[config.mk]
export PLATFORM = sky130hd
export DESIGN_NAME = comb_sequencer_flat
export DESIGN_NICKNAME = d
export VERILOG_FILES = /design/src/rtl/comb_sequencer_if.sv /design/src/rtl/comb_sequencer.sv /design/src/flat_wrapper.sv
export SDC_FILE = /design/constraint.sdc
export NUM_CORES = 1
export LEC_CHECK = 0
export BUFFER_PORTS_ARGS = -buffer_cell sky130_fd_sc_hd__buf_2
export CAP_MARGIN = 25
export CORE_UTILIZATION = 50
export CTS_CLUSTER_SIZE = 24
export DETAILED_ROUTE_END_ITERATION = 8
export PLACE_DENSITY_LB_ADDON = 0.1
export SYNTH_ARGS = -nofsm -noshare
export SYNTH_HDL_FRONTEND = slang
export SYNTH_SLANG_ARGS = --single-unit
[constraint.sdc]
create_clock -name clk -period 1.55 [get_ports clk]
set_input_delay 0.0775 -clock clk [delete_from_list [all_inputs] [get_ports clk]]
set_output_delay 0.0775 -clock clk [all_outputs]
set_load 0.01 [all_outputs]
[src/rtl/comb_sequencer_if.sv]
// Control bundle between the combination sequencer and its datapath peers
// (COO loader, FM_WM/MAC datapath, result memory and argmax unit).
interface comb_sequencer_if #(
  parameter int unsigned FEATURE_ROWS    = 6,
  parameter int unsigned NUM_OF_NODES    = 6,
  parameter int unsigned COO_NUM_OF_COLS = 6
);
  localparam int unsigned ROW_W  = (FEATURE_ROWS > 1)    ? $clog2(FEATURE_ROWS)    : 1;
  localparam int unsigned NODE_W = (NUM_OF_NODES > 1)    ? $clog2(NUM_OF_NODES)    : 1;
  localparam int unsigned COO_BW = (COO_NUM_OF_COLS > 1) ? $clog2(COO_NUM_OF_COLS) : 1;

  logic              start;
  logic              argmax_done;
  logic [COO_BW-1:0] coo_addr;
  logic              coo_rd_en;
  logic [NODE_W-1:0] fm_wm_rd_row;
  logic              mac_clear;
  logic              mac_en;
  logic              wr_en;
  logic [ROW_W-1:0]  wr_row;
  logic              argmax_start;
  logic              busy;
  logic              done;

  // Sequencer side: takes requests, drives every strobe and index.
  modport master (
    input  start, argmax_done,
    output coo_addr, coo_rd_en, fm_wm_rd_row, mac_clear, mac_en,
           wr_en, wr_row, argmax_start, busy, done
  );

  // Environment side: issues start, returns argmax completion.
  modport slave (
    output start, argmax_done,
    input  coo_addr, coo_rd_en, fm_wm_rd_row, mac_clear, mac_en,
           wr_en, wr_row, argmax_start, busy, done
  );
endinterface

[src/rtl/comb_sequencer.sv]
// Combination-pass sequencer: loads COO edges, runs one MAC inner product per
// feature row, writes each row, then launches argmax and waits for it.
module comb_sequencer #(
  parameter int unsigned FEATURE_ROWS    = 6,
  parameter int unsigned NUM_OF_NODES    = 6,
  parameter int unsigned COO_NUM_OF_COLS = 6
) (
  input  logic             clk,
  input  logic             reset,
  comb_sequencer_if.master bus
);
  localparam int unsigned ROW_W  = (FEATURE_ROWS > 1)    ? $clog2(FEATURE_ROWS)    : 1;
  localparam int unsigned NODE_W = (NUM_OF_NODES > 1)    ? $clog2(NUM_OF_NODES)    : 1;
  localparam int unsigned COO_BW = (COO_NUM_OF_COLS > 1) ? $clog2(COO_NUM_OF_COLS) : 1;

  localparam logic [ROW_W-1:0]  ROW_LAST  = ROW_W'(FEATURE_ROWS - 1);
  localparam logic [NODE_W-1:0] NODE_LAST = NODE_W'(NUM_OF_NODES - 1);
  localparam logic [COO_BW-1:0] COO_LAST  = COO_BW'(COO_NUM_OF_COLS - 1);

  typedef enum logic [2:0] {
    IDLE    = 3'd0,
    LOAD    = 3'd1,
    COMPUTE = 3'd2,
    WRITE   = 3'd3,
    ARGMAX  = 3'd4,
    DONE    = 3'd5
  } state_e;

  state_e            state_q, state_d;
  logic [COO_BW-1:0] coo_addr_q, coo_addr_d;
  logic [NODE_W-1:0] node_q, node_d;
  logic [ROW_W-1:0]  row_q, row_d;
  logic              coo_rd_en_q, coo_rd_en_d;
  logic              mac_clear_q, mac_clear_d;
  logic              mac_en_q, mac_en_d;
  logic              wr_en_q, wr_en_d;
  logic              argmax_start_q, argmax_start_d;
  logic              busy_q, busy_d;
  logic              done_q, done_d;

  // Next state, counters, and the strobes decoded from the upcoming state.
  always_comb begin
    state_d    = state_q;
    coo_addr_d = coo_addr_q;
    node_d     = node_q;
    row_d      = row_q;

    unique case (state_q)
      IDLE: begin
        if (bus.start) begin
          state_d    = LOAD;
          coo_addr_d = '0;
        end
      end
      LOAD: begin
        if (coo_addr_q == COO_LAST) begin
          state_d = COMPUTE;
          node_d  = '0;
          row_d   = '0;
        end else begin
          coo_addr_d = coo_addr_q + COO_BW'(1);
        end
      end
      COMPUTE: begin
        if (node_q == NODE_LAST) state_d = WRITE;
        else                     node_d  = node_q + NODE_W'(1);
      end
      WRITE: begin
        if (row_q == ROW_LAST) begin
          state_d = ARGMAX;
        end else begin
          state_d = COMPUTE;
          row_d   = row_q + ROW_W'(1);
          node_d  = '0;
        end
      end
      ARGMAX: begin
        // The entry cycle is marked by argmax_start; a done seen then is stale.
        if (!argmax_start_q && bus.argmax_done) state_d = DONE;
      end
      DONE: begin
        state_d    = IDLE;
        coo_addr_d = '0;
        node_d     = '0;
        row_d      = '0;
      end
      default: begin
        state_d    = IDLE;
        coo_addr_d = '0;
        node_d     = '0;
        row_d      = '0;
      end
    endcase

    coo_rd_en_d    = (state_d == LOAD);
    mac_en_d       = (state_d == COMPUTE);
    mac_clear_d    = (state_d == COMPUTE) && (node_d == '0);
    wr_en_d        = (state_d == WRITE);
    argmax_start_d = (state_d == ARGMAX) && (state_q != ARGMAX);
    busy_d         = (state_d != IDLE);
    done_d         = (state_d == DONE);
  end

  // State, counter and output registers with synchronous reset.
  always_ff @(posedge clk) begin
    if (reset) begin
      state_q        <= IDLE;
      coo_addr_q     <= '0;
      node_q         <= '0;
      row_q          <= '0;
      coo_rd_en_q    <= 1'b0;
      mac_clear_q    <= 1'b0;
      mac_en_q       <= 1'b0;
      wr_en_q        <= 1'b0;
      argmax_start_q <= 1'b0;
      busy_q         <= 1'b0;
      done_q         <= 1'b0;
    end else begin
      state_q        <= state_d;
      coo_addr_q     <= coo_addr_d;
      node_q         <= node_d;
      row_q          <= row_d;
      coo_rd_en_q    <= coo_rd_en_d;
      mac_clear_q    <= mac_clear_d;
      mac_en_q       <= mac_en_d;
      wr_en_q        <= wr_en_d;
      argmax_start_q <= argmax_start_d;
      busy_q         <= busy_d;
      done_q         <= done_d;
    end
  end

  assign bus.coo_addr     = coo_addr_q;
  assign bus.coo_rd_en    = coo_rd_en_q;
  assign bus.fm_wm_rd_row = node_q;
  assign bus.mac_clear    = mac_clear_q;
  assign bus.mac_en       = mac_en_q;
  assign bus.wr_en        = wr_en_q;
  assign bus.wr_row       = row_q;
  assign bus.argmax_start = argmax_start_q;
  assign bus.busy         = busy_q;
  assign bus.done         = done_q;
endmodule

[src/flat_wrapper.sv]
// flat-port wrapper written by rule: the top's interface ports become plain ports
module comb_sequencer_flat 
#(
  parameter int unsigned FEATURE_ROWS    = 6,
  parameter int unsigned NUM_OF_NODES    = 6,
  parameter int unsigned COO_NUM_OF_COLS = 6
)
  (clk, reset, bus_start, bus_argmax_done, bus_coo_addr, bus_coo_rd_en, bus_fm_wm_rd_row, bus_mac_clear, bus_mac_en, bus_wr_en, bus_wr_row, bus_argmax_start, bus_busy, bus_done);
  comb_sequencer_if #(.FEATURE_ROWS(FEATURE_ROWS), .NUM_OF_NODES(NUM_OF_NODES), .COO_NUM_OF_COLS(COO_NUM_OF_COLS)) bus_i ();
  input  logic clk;
  input  logic reset;
  input wire logic [$bits(bus_i.start)-1:0] bus_start;
  input wire logic [$bits(bus_i.argmax_done)-1:0] bus_argmax_done;
  output wire logic [$bits(bus_i.coo_addr)-1:0] bus_coo_addr;
  output wire logic [$bits(bus_i.coo_rd_en)-1:0] bus_coo_rd_en;
  output wire logic [$bits(bus_i.fm_wm_rd_row)-1:0] bus_fm_wm_rd_row;
  output wire logic [$bits(bus_i.mac_clear)-1:0] bus_mac_clear;
  output wire logic [$bits(bus_i.mac_en)-1:0] bus_mac_en;
  output wire logic [$bits(bus_i.wr_en)-1:0] bus_wr_en;
  output wire logic [$bits(bus_i.wr_row)-1:0] bus_wr_row;
  output wire logic [$bits(bus_i.argmax_start)-1:0] bus_argmax_start;
  output wire logic [$bits(bus_i.busy)-1:0] bus_busy;
  output wire logic [$bits(bus_i.done)-1:0] bus_done;
  assign bus_i.start = bus_start;
  assign bus_i.argmax_done = bus_argmax_done;
  assign bus_coo_addr = bus_i.coo_addr;
  assign bus_coo_rd_en = bus_i.coo_rd_en;
  assign bus_fm_wm_rd_row = bus_i.fm_wm_rd_row;
  assign bus_mac_clear = bus_i.mac_clear;
  assign bus_mac_en = bus_i.mac_en;
  assign bus_wr_en = bus_i.wr_en;
  assign bus_wr_row = bus_i.wr_row;
  assign bus_argmax_start = bus_i.argmax_start;
  assign bus_busy = bus_i.busy;
  assign bus_done = bus_i.done;
  comb_sequencer #(.FEATURE_ROWS(FEATURE_ROWS), .NUM_OF_NODES(NUM_OF_NODES), .COO_NUM_OF_COLS(COO_NUM_OF_COLS)) u_core (.clk(clk), .reset(reset), .bus(bus_i));
endmodule
Word level (Yosys, flattened, before mapping)
Index checks and enable logic that the tools add are counted.
{"block": "totals", "register_bits": 19, "inputBits": 4, "out_inout_bits": 16, "word_cells": 61}
{"block": "classes", "add_sub_neg": 3, "eq_ne": 17, "muxes": 16, "bitwise_logic": 2, "n_reduce_logical": 12}
{"operator": "$mux W3", "count": 12}
{"operator": "$eq A3 B3 Y1 const B", "count": 6}
{"operator": "$pmux W3 S3", "count": 2}
{"operator": "$pmux W3 S5", "count": 1}
{"operator": "$eq A3 B2 Y1 const B", "count": 4}
{"operator": "$pmux W3 S4", "count": 1}
{"operator": "$add A3 B1 Y3 const B", "count": 3}
{"operator": "$eq A3 B1 Y1 const B", "count": 2}
{"operator": "$logic_not A3 Y1", "count": 2}
{"operator": "$ne A2 B2 Y1 const B", "count": 3}
{"operator": "$reduce_and A3 Y1", "count": 2}
{"operator": "$reduce_or A3 Y1", "count": 2}
{"operator": "$logic_and A1 B1 Y1", "count": 3}
{"operator": "$ne A3 B3 Y1 const B", "count": 1}
{"operator": "$reduce_bool A3 Y1", "count": 1}
{"operator": "$ne A2 B1 Y1 const B", "count": 1}
{"operator": "$not A1 Y1", "count": 2}
{"operator": "$reduce_or A2 Y1", "count": 1}
{"operator": "$logic_not A1 Y1", "count": 1}

Logic depth before layout (Yosys ltp)
{"block": "depth", "ltp_word": 6, "depth_mapped": 7, "depth_no_buf": 7}

Least setup slack after synthesis
Ideal clock, no wire load.
{"block": "synth_path", "path_kind": "reg2reg", "from": "reg u_core.coo_addr_q[1] (netlist: u_core.bus.coo_addr[1])", "to": "reg u_core.coo_addr_q[1] (netlist: u_core.bus.coo_addr[1])", "setup_time_ns": 0.071, "t_arrival_ns": 1.392, "required_ns": 1.479, "slack_ns": 0.087, "stages_incl_launch_ff": 7, "n_path_buf": 0, "path_cell_list": "dfxtp_1 -> inv_1 -> ha_1 -> a31oi_1 -> o22ai_2 -> or3_1 -> a21oi_1"}
{"block": "synth_between", "elab_chain_cells": 3, "elab_cells_between_ends": 6, "cone_classes": "add/sub: 1; eq/ne: 2; mux: 2; reduce/logical: 1"}
{"element": "from (decl)", "line_no": "comb_sequencer.sv:30", "rtl": "logic [COO_BW-1:0] coo_addr_q, coo_addr_d;"}
{"element": "from (signal assigned)", "line_no": "comb_sequencer.sv:120", "rtl": "coo_addr_q <= coo_addr_d;"}
{"element": "$add A3 B1 Y3 / $eq A3 B3 Y1 (equally long branches)", "line_no": "comb_sequencer.sv:61, comb_sequencer.sv:56"}
{"element": "$mux W3 / $ne A2 B2 Y1 (equally long branches)"}
{"element": "$pmux W3 S3 / $reduce_and A3 Y1 (equally long branches)"}
Several ways; a longest one is shown, not always the timed one. The select of a mux whose other input is x is not followed.
A chain may end at the register's enable or synchronous reset.

Worst setup path in the final report
{"block": "layout_path", "from": "reg u_core.coo_addr_q[0] (netlist: u_core.bus.coo_addr[0])", "to": "reg u_core.node_q[1] (netlist: u_core.bus.fm_wm_rd_row[1])"}
{"block": "layout_between", "elab_chain_cells": 3}
{"element": "$eq A3 B3 Y1", "line_no": "comb_sequencer.sv:56", "rtl": "if (coo_addr_q == COO_LAST) begin"}
{"element": "$mux W3", "line_no": "comb_sequencer.sv:56"}
{"element": "$pmux W3 S4", "line_no": "comb_sequencer.sv:48", "rtl": "unique case (state_q)"}
{"element": "to (signal assigned)", "line_no": "comb_sequencer.sv:121", "rtl": "node_q <= node_d;"}
{"element": "to (decl)", "line_no": "comb_sequencer.sv:31", "rtl": "logic [NODE_W-1:0] node_q, node_d;"}
Every way passes these cells.

==> summary.md <==
| Metric | Value |
|---|---|
| Number of synthesized flops with an enable pin | `0` |
| Clock transition at path regs | `0.12 ns` |
| Num CTS Buffers | `3` |
| Worst EP required | `1.80 ns` |
| Site row count | `16` |
| Die Y | `47.4 um` |
| Worst EP arrival | `1.70 ns` |
| Diodes inserted | `0` |
| Fin crit period | `1.45 ns` |
| Top Family by Delay on Critical Path | `compound AO/OA/AOI/OAI gates` |
| Mapped Cells | `113` |
| Hold path cells | `2` |
| Area leader, netlist | `dfxtp_1` |
| Initial DRT Pass Iterations | `4` |
| Max-Cap Viols | `0` |
| Slowest-stage cell, CP | `dfxtp_2` |
| Crit Path Max Fanout | `5` |
| Initial Util | `53.1%` |
| Initial antenna violation count | `0` |
| Max_slew headroom | `80.4%` |
| Iteration-0 DRC Markers | `23` |
| R2r endpoint | `u_core.bus.fm_wm_rd_row[1]$_SDFF_PP0_` |
| Sequential cell area | `392 um^2` |
| Top FF cell, synth | `dfxtp_1` |
| Cell Pwr Density | `651 nW/um^2` |
| Mapped Area | `1030 um^2` |
| Deepest level of the CTS H-tree | `1` |
| Share of layout cells above drive strength 1 | `40.6%` |
| Drt via density | `5.64` |
| Kind of end point of the critical path | `flop` |
| Post-Route WL | `2.37 mm` |
| Crit-path max cell delay | `0.35 ns` |
| Worst-case reg-to-reg path depth | `6` |
| Hold EP | `u_core.bus.busy$_SDFF_PP0_` |
| Vias in the first global route | `861` |
| Die ar. | `2250 um^2` |
| WP buf/inv | `0` |
| Vias post-DR | `959` |
| Area of the core | `1940 um^2` |
| DP Worst Slack | `0.0507 ns` |
| Reg2Reg Launch Point | `u_core.bus.coo_addr[0]$_SDFFE_PP0P_` |
| Synthesis-stage register bit count | `19` |
| Dominant cells by area after synthesis | `dfxtp_1 37%, ha_1 7.3%, a21oi_1 5.3%` |
| Num ports | `20` |
| Top cell type's share of synthesized area | `36.9%` |
| IO buf count | `19` |
| Congestion Overflow GR | `0` |
| Startpoint types | `flop` |
| HPWL Detailed | `1.68 mm` |
| Residual DRC | `0` |
| Maximum root-to-sink buffer count | `2` |
| HP Class | `input pin to flop` |
| Multi-input logic area | `638 um^2` |
| Clock root cell | `clkbuf_4` |
| Clock sinks | `19` |
| TritonCTS clock tree | `done` |
| Maximum VDD drop | `0.422 mV` |
| Yosys Warn Count | `0` |
| CTS Hold Bufs | `0` |
| Post-DRT Antenna Nets | `0` |
| FILL cells | `162` |
| GRT Util Overall | `22.8%` |
| Distinct cells, synth | `42` |
| Worst Tran Pin Value | `0.292 ns` |
| Highest clock rate | `0.689 GHz` |
| Area delta synth->final | `25.6%` |
| DR WL/cell | `13.9 um` |
| Final hold slack | `0.0552 ns` |
| Post-synthesis area per instance | `9.12 um^2` |
| HP Start | `bus_start` |
| P_leak | `0.579 nW` |
| Register area share after synthesis | `36.9%` |
| First-pass GRT wire length | `3.56 mm` |
| R2r setup slk | `0.1 ns` |
| Fin. max-slew vios | `0` |
| PnR worst setup slack | `0.0993 ns` |
| Largest net degree at the start of global routing | `16` |
| NumNets Final | `154` |
| Skew final | `0.0124 ns` |
| Fin crit share | `93.6%` |
| Asr flop ratio synth | `0%` |
| Net count after synthesis | `123` |
| Worst-path cell chain | `ha_2 > a211o_1 > o211ai_2 > a31oi_1 > o21ai_1 > and2_1` |
| Die span in x | `47.4 um` |
| Final Setup Violations | `0` |
| Status | `finished, final reports clean` |
| Crit path kind | `flop to flop` |
| Final Hold Viols | `0` |
| Clk_lat worst skew | `0.30 ns` |
| Placer Congestion | `0.824` |
-- synth_stat cells (2+ instances only) --
master / number
or3b_1: 2
nor3_1: 5
dfxtp_1: 19
nor2b_1: 2
nor2_1: 11
a211oi_1: 2
inv_1: 5
nand2_1: 7
o21ai_1: 4
a21oi_1: 11
o21ai_0: 2
ha_1: 6
and2b_1: 2
a31oi_1: 3
nand3b_1: 3
and2_1: 3
-- layout by cell type (no fill, tap or decap), drive strengths merged --
master / count
buf: 30
dfxtp: 19
nor2: 11
a21oi: 11
nand2: 7
nor3: 6
inv: 6
o21ai: 6
ha: 6
clkbuf: 4
a31oi: 4
nand3b: 3
and2: 3
nor2b: 2
and2b: 2
or3b: 2
a211oi: 2
nor3b: 2
or2: 1
a211o: 1
o211ai: 1
a2bb2oi: 1
nand3: 1
a32oi: 1
nand4b: 1
nand4bb: 1
nor4: 1
a311oi: 1
o211a: 1
a21o: 1
a22oi: 1
o22ai: 1
o31a: 1
mux2i: 1
or3: 1
-- routing by layer --
| metal | wire (um) | up-vias | GRT usage (%) |
|---|---|---|---|
| met5 | 0 | - | 0 |
| met4 | 51 | 0 | 9.71 |
| met3 | 128 | 10 | 4.15 |
| met2 | 1180 | 41 | 40.3 |
| met1 | 1000 | 441 | 26.9 |
| li1 | - | 467 | - |
-- area by class of cell --
| class | instances | area share, % |
|---|---|---|
| multi-input combinational | 84 | 49.3 |
| sequential | 19 | 30.2 |
| timing repair buffer | 30 | 13.7 |
| tap | 27 | 2.61 |
| inverter | 6 | 2.13 |
| clock buffer | 4 | 2.03 |
-- report_power, final --
group	leakage, nW	total [mW]	switching [mW]	internal [mW]
Sequential	0.158	0.502	0.00703	0.495
Clock	0.0150	0.256	0.155	0.100
Combinational	0.406	0.0857	0.0499	0.0359
Total	0.579	0.843	0.212	0.631
-- flip-flops by register name, indices dropped and copies added (netlist names) --
signal,flops
u_core.bus.wr_row,3
u_core.bus.mac_clear,1
u_core.bus.argmax_start,1
u_core.bus.wr_en,1
u_core.bus.coo_addr,3
u_core.bus.coo_rd_en,1
u_core.state_q,3
u_core.bus.mac_en,1
u_core.bus.busy,1
u_core.bus.fm_wm_rd_row,3
u_core.bus.done,1
-- how the worst max path moves through the flow --
stage / cells after the start / end / start / slack [ns]
CTS: 5 / u_core.bus.coo_addr[1]$_SDFFE_PP0P_ / u_core.bus.coo_addr[0]$_SDFFE_PP0P_ / 0.04
global route: 7 / u_core.bus.wr_row[1]$_SDFFE_PP0P_ / u_core.bus.wr_row[1]$_SDFFE_PP0P_ / -0.01
global placement: 6 / u_core.bus.fm_wm_rd_row[1]$_SDFF_PP0_ / u_core.bus.coo_addr[0]$_SDFFE_PP0P_ / 0.09
floorplan: 6 / u_core.bus.coo_addr[1]$_SDFFE_PP0P_ / u_core.bus.coo_addr[1]$_SDFFE_PP0P_ / 0.09
detailed placement: 5 / u_core.bus.coo_addr[1]$_SDFFE_PP0P_ / u_core.bus.coo_addr[0]$_SDFFE_PP0P_ / 0.05
finish: 6 / u_core.bus.fm_wm_rd_row[1]$_SDFF_PP0_ / u_core.bus.coo_addr[0]$_SDFFE_PP0P_ / 0.1
-- per-stage QoR --
step,instance area (um^2),setup TNS (ns),instances,util (%),power (mW)
global placement,1210,0,165,62.2,0.594
floorplan,1030,0,113,-,0.567
detailed placement,1210,0,165,62.2,0.596
global route,1290,-0.0219,170,66.7,0.878
finish,1290,0,170,66.7,0.843
CTS,1230,0,169,63.5,0.844
-- cells by family (layout without fill, tap and decap cells) --
family / after synthesis / in the layout / share of synthesized area, %
adder cells (fa/ha/maj): 6 / 6 / 7.28
multiplexers: 1 / 1 / 0.971
flip-flops: 19 / 19 / 36.9
buffers and inverters: 10 / 40 / 5.34
AO/OA/AOI/OAI: 33 / 33 / 23.8
AND/OR/NAND/NOR: 44 / 44 / 25.7
-- timing repair --
item / CTS / global route
endpoints found under the setup margin: 0 / 5
gates resized for setup: 0 / 18
setup buffers: 0 / 1
(Power assumes the default switching activity.)
